==> src/rtl/fetch_decode.sv <==
// fetch_decode: three-state instruction fetch (REQ/WAIT/HOLD) with RV32I decode and pc redirect
module fetch_decode (
    input  logic        clk,
    input  logic        rst,
    output logic [9:0]  imem_addr,
    output logic        imem_rden,
    input  logic [31:0] imem_rdata,
    output logic        op_valid,
    input  logic        op_ready,
    output logic [5:0]  op_code,
    output logic [4:0]  op_rd,
    output logic [4:0]  op_rs1,
    output logic [4:0]  op_rs2,
    output logic [31:0] op_imm,
    output logic [9:0]  op_pc,
    input  logic        pc_wren,
    input  logic        pc_add_or_set,
    input  logic [9:0]  pc_value
);
    typedef enum logic [1:0] {REQ, WAIT, HOLD} state_t;

    state_t      state, state_nx;
    logic [9:0]  pc;
    logic [31:0] w;
    logic [6:0]  opc, f7;
    logic [2:0]  f3;
    logic [5:0]  dec_code;
    logic [31:0] dec_imm;

    assign w         = imem_rdata;
    assign opc       = w[6:0];
    assign f3        = w[14:12];
    assign f7        = w[31:25];
    assign imem_addr = pc;
    // the strobe is masked by reset so nothing is fetched while reset is held
    assign imem_rden = rst && (state == REQ);

    // state register
    always_ff @(posedge clk or negedge rst) begin
        if (!rst) state <= REQ;
        else      state <= state_nx;
    end

    // next state: a redirect always restarts the fetch, overriding acceptance
    always_comb begin
        state_nx = state;
        state_nx = pc_wren ? REQ :
                   (state == REQ)  ? WAIT :
                   (state == WAIT) ? HOLD :
                   op_ready ? REQ : HOLD;
    end

    // RV32I decode of the returning word into control-unit index and immediate
    always_comb begin
        dec_code = 6'd63;
        dec_imm  = {{20{w[31]}}, w[31:20]};
        case (opc)
            7'h37: begin dec_code = 6'd0; dec_imm = {w[31:12], 12'd0}; end
            7'h17: begin dec_code = 6'd1; dec_imm = {w[31:12], 12'd0}; end
            7'h6f: begin
                dec_code = 6'd2;
                dec_imm  = {{12{w[31]}}, w[19:12], w[20], w[30:21], 1'b0};
            end
            7'h67: dec_code = (f3 == 3'd0) ? 6'd3 : 6'd63;
            7'h63: begin
                dec_code = (f3 == 3'd2 || f3 == 3'd3) ? 6'd63 :
                           f3[2] ? 6'd2 + {3'd0, f3} : 6'd4 + {3'd0, f3};
                dec_imm  = {{20{w[31]}}, w[7], w[30:25], w[11:8], 1'b0};
            end
            7'h03: dec_code = (f3 == 3'd3 || f3 >= 3'd6) ? 6'd63 :
                              f3[2] ? 6'd9 + {3'd0, f3} : 6'd10 + {3'd0, f3};
            7'h23: begin
                dec_code = (f3 < 3'd3) ? 6'd15 + {3'd0, f3} : 6'd63;
                dec_imm  = {{20{w[31]}}, w[31:25], w[11:7]};
            end
            7'h13: begin
                case (f3)
                    3'd0: dec_code = 6'd18;
                    3'd2: dec_code = 6'd19;
                    3'd3: dec_code = 6'd20;
                    3'd4: dec_code = 6'd21;
                    3'd6: dec_code = 6'd22;
                    3'd7: dec_code = 6'd23;
                    3'd1: begin
                        dec_code = (f7 == 7'h00) ? 6'd24 : 6'd63;
                        dec_imm  = {27'd0, w[24:20]};
                    end
                    default: begin
                        dec_code = (f7 == 7'h00) ? 6'd25 : (f7 == 7'h20) ? 6'd26 : 6'd63;
                        dec_imm  = {27'd0, w[24:20]};
                    end
                endcase
            end
            7'h33: begin
                dec_imm = 32'd0;
                if (f7 == 7'h00) begin
                    case (f3)
                        3'd0: dec_code = 6'd27;
                        3'd1: dec_code = 6'd29;
                        3'd2: dec_code = 6'd30;
                        3'd3: dec_code = 6'd31;
                        3'd4: dec_code = 6'd32;
                        3'd5: dec_code = 6'd33;
                        3'd6: dec_code = 6'd35;
                        default: dec_code = 6'd36;
                    endcase
                end else if (f7 == 7'h20) begin
                    dec_code = (f3 == 3'd0) ? 6'd28 : (f3 == 3'd5) ? 6'd34 : 6'd63;
                end
            end
            7'h73: dec_code = (w == 32'h0000_0073) ? 6'd37 : 6'd63;
            default: ;
        endcase
    end

    // pc and held instruction: redirect beats capture and acceptance
    always_ff @(posedge clk or negedge rst) begin
        if (!rst) begin
            pc       <= '0;
            op_valid <= 1'b0;
            op_code  <= '0;
            op_rd    <= '0;
            op_rs1   <= '0;
            op_rs2   <= '0;
            op_imm   <= '0;
            op_pc    <= '0;
        end else if (pc_wren) begin
            pc       <= pc_add_or_set ? pc_value : op_pc + pc_value;
            op_valid <= 1'b0;
        end else if (state == WAIT) begin
            op_valid <= 1'b1;
            op_code  <= dec_code;
            op_rd    <= w[11:7];
            op_rs1   <= w[19:15];
            op_rs2   <= w[24:20];
            op_imm   <= dec_imm;
            op_pc    <= pc;
        end else if (state == HOLD && op_ready) begin
            op_valid <= 1'b0;
            pc       <= pc + 10'd1;
        end
    end
endmodule

==> config.mk <==
export PLATFORM = sky130hd
export DESIGN_NAME = fetch_decode
export DESIGN_NICKNAME = d
export VERILOG_FILES = /design/src/rtl/fetch_decode.sv
export SDC_FILE = /design/constraint.sdc
export NUM_CORES = 1
export LEC_CHECK = 0
export CELL_PAD_IN_SITES_DETAIL_PLACEMENT = 2
export CELL_PAD_IN_SITES_GLOBAL_PLACEMENT = 2
export CORE_MARGIN = 3
export CORE_UTILIZATION = 28
export CTS_BUF_LIST = sky130_fd_sc_hd__clkbuf_16
export DETAILED_ROUTE_END_ITERATION = 8
export GPL_TIMING_DRIVEN = 0
export HOLD_SLACK_MARGIN = 0.03
export PLACE_DENSITY_LB_ADDON = 0.1
export SLEW_MARGIN = 30
export SYNTH_ARGS = -nofsm -noshare
export SYNTH_HDL_FRONTEND = slang
export SYNTH_SLANG_ARGS = --single-unit
==> constraint.sdc <==
create_clock -name clk -period 2.58 [get_ports clk]
set_input_delay 0.516 -clock clk [delete_from_list [all_inputs] [get_ports clk]]
set_output_delay 0.516 -clock clk [all_outputs]
set_load 0.02 [all_outputs]
==> metrics.md, run 1 <==
| Metric | Value |
|---|---|
| Outcome | completed |
| WP depth | 6 |
| Fmax | 405 MHz |
| Worst R2R Start | op_pc[1]$_DFFE_PN0P_ |
| CP max stage cell | or4_1 |
| Max-slew headroom | 51.2% |
| Mapped Nets | 621 |
| Post-synthesis adder-cell area fraction | 6.45% |
| Gr usage total | 20.8% |
| Met3 Routed Length | 638 µm |
| Fin crit period | 2.47 ns |
| Metal-1 WL | 7.82 mm |
| Setup TNS | 0 ns |
| First-pass GRT wire length | 29.3 mm |
| Clock Latency Late Sink | 0.36 ns |
| Synth Instances | 551 |
| Largest net degree at the start of global routing | 41 |
| CP required | 2.82 ns |
| Mux contribution to synthesized area | 1.34% |
| Post-route clock period utilization | 95.8% |
| Routed length on met2 | 9.39 mm |
| Number of global-route vias before repair | 5155 |
| Post-Syn Area | 4580 µm² |
| Crit path from | imem_rdata[8] |
| Initial antenna violation count | 0 |
| Crit-path cells | clkdlybuf4s50_1 -> or4_4 -> or4_1 -> a31oi_2 -> nand4_1 -> o32a_1 |
| CTS root buf | clkbuf_16 |
| Initial Util | 28.7% |
| Routed wire per std cell | 20.0 µm |
| Setup crit end kind | flip-flop |
| Setup Viol. Count Final | 0 |
| Drt first pass iters | 4 |
| Hold Violations, Final | 0 |
| Top delay family on crit path | simple AND/OR/NAND/NOR gates |
| Top Metal Used | met4 |
| Max Buffers Root-to-Sink | 2 |
| Cts hold-fix bufs | 0 |
| Synth area leaders | dfrtp_1 (42%), nand2_1 (11%), ha_1 (6.0%) |
| Area Growth Syn to Fin | 41.1% |
| IO Pins | 122 |
| DRC Markers | 0 |
| Total gr overflow | 0 |
| PwrDens | 875 nW/µm² |
| Slowest stage delay, CP | 0.52 ns |
| Via density | 5.15 |
| Synth Flop Type | dfrtp_1 |
| Core Area | 15900 µm² |
| Worst Skew | 0.00835 ns |
| R2R depth | 7 |
| RePlAce Congestion | 0.853 |
| HPWL Detailed | 13.8 mm |
| Post-synthesis xor/xnor area fraction | 2.68% |
| Layout Nets | 751 |
| Max Slew Vio Count | 0 |
| Die Y | 134 µm |
| Total CTS buffers | 9 |
| WHS | 0.0481 ns |
| EDFF count, synth | 0 |
| Peak supply drop | 309 µV |
| Count leader, synth | nand2_1 |
| Num Clock Sinks | 76 |
| Die area | 17900 µm² |
| Worst Setup Path Type | in2reg |
| Leakage Power | 2.71 nW |
| Hold Path Class | in2async |
| Data arrival time of the critical path | 2.71 ns |
| Routed via count | 4646 |
| Synth cell count leaders | nand2_1 (133), dfrtp_1 (76), nor2_1 (60) |
| Critical path startpoint category | primary input |
| Antenna Nets Post-Route | 0 |
| Die X | 134 µm |
| CTS clk-pin slew, worst paths | 0.07 ns |
| Worst slew pin tran | 0.714 ns |
| Unique cell type count in the Yosys netlist | 67 |
| Layout cells sized above 1 | 8.31% |
| Synth Warn # | 0 |
| CTS tree | built |
| Post-Syn Area per Cell | 8.31 µm² |
| Largest family of logic cells by synthesized area | simple AND/OR/NAND/NOR gates |
| H-tree levels | 3 |
| Share of the synthesized area in the top cell type | 41.5% |
| Ant. Diodes | 0 |
| Ys async rst share | 100% |
| IO Port Bufs | 119 |
| Simple-gate share of the synthesized area | 26.4% |
| Seq/Total Area, Yosys | 41.5% |
| Compound-Gate Fraction of Synth Area | 17.6% |
| MaxCap Viol Count | 0 |
| Num rows | 46 |
| Synth Register Bits | 76 |
| Worst-path fanout max | 3 |
| Largest area contributor in the netlist | dfrtp_1 |
| Worst Path Buf+Inv | 1 |
| Iter 0 DRT Violations | 277 |
| Post-Route WL | 18.1 mm |
logic make-up (layout without fill, tap and decap cells):
kind of cell / count (synthesis) / in the layout
DFF: 76 / 76
buffers and inverters: 40 / 175
muxes: 6 / 6
xor gates and xnor gates: 14 / 14
AOI/OAI and AO/OA: 126 / 126
adders and majority gates: 23 / 23
and+or+nand+nor: 266 / 266
power breakdown:
| part | internal [mW] | switching (mW) | leakage (nW) |
|---|---|---|---|
| combinational | 1.13 | 1.33 | 1.67 |
| clock | 0.765 | 0.576 | 0.145 |
| sequential | 1.55 | 0.305 | 0.888 |
| total | 3.44 | 2.21 | 2.71 |
state kept, by name (all words and copies together), names as in the netlist:
signal     count
op_valid       1
op_rs1         5
op_code        6
op_rd          5
op_rs2         5
state          2
op_pc         10
op_imm        32
imem_addr     10
final cells by class:
class,instances,area (µm²)
fill,1779,9480
multi-input combinational,435,2580
sequential,76,1900
timing repair buffer,122,1210
tap,216,270
clock buffer,9,225
buffer,30,155
clock inverter,7,82.6
inverter,7,33.8
final timing paths:
check                      slack (ns)                        to
max                              0.11    op_code[3]$_DFFE_PN0P_
min                              0.05      op_pc[8]$_DFFE_PN0P_
max reg2reg                      0.31  imem_addr[9]$_DFFE_PN0P_
min reg2reg                      0.49     op_imm[1]$_DFFE_PN0P_
max in group asynchronous        1.96    op_code[3]$_DFFE_PN0P_
min in group clk                 0.49     op_imm[1]$_DFFE_PN0P_
layout by cell type, fill, tap and decap left out, types with 5 or more instances in the layout:
cell type and count:
mux2i_1 5, a21oi_1 39, nor2b_1 5, clkdlybuf4s50_1 110, nor2_1 58, a22o_1 6, nand4_1 6, buf_4 8
nor3_1 14, nand3_1 8, xnor2_1 8, a211oi_1 5, o22ai_1 6, a31oi_1 6, dfrtp_1 76, ha_1 20
xor2_1 6, clkbuf_16 9, clkbuf_1 18, nand2_1 133, o21ai_0 21
through the flow:
step                worst slack [ns]  std cells  power (mW)  cell area, µm²  utilization, %
floorplan                      0.256        551        3.07            4580               -
global placement               -2.66        886        4.20            6040            37.9
detailed placement            -0.988        887        4.30            6060            38.0
CTS                         -0.00419        903        5.70            6410            40.2
global route               -0.000830        902        6.04            6460            40.5
finish                         0.108        902        5.66            6460            40.5
metal layers:
metal | global-route usage (%) | vias to the layer above
li1 | - | 2195
met1 | 25.7 | 2351
met2 | 36.9 | 82
met3 | 4.46 | 18
met4 | 5.03 | 0
met5 | 0 | -
repair_timing:
action,CTS,global route
pin swaps,2,5
setup endpoints to repair,34,35
gates resized for setup,24,28
buffers inserted,1,1
No activity file was read; power rests on OpenSTA's default activity.
==> inputs of run 2 (changes only) <==
--- a/config.mk
+++ b/config.mk
@@ -9,7 +9,6 @@
 export CELL_PAD_IN_SITES_GLOBAL_PLACEMENT = 2
 export CORE_MARGIN = 3
 export CORE_UTILIZATION = 28
-export CTS_BUF_LIST = sky130_fd_sc_hd__clkbuf_16
 export DETAILED_ROUTE_END_ITERATION = 8
 export GPL_TIMING_DRIVEN = 0
 export HOLD_SLACK_MARGIN = 0.03
==> results of run 2 <==
Same layout as run 1: the final DEF is identical, and so are final timing and power.
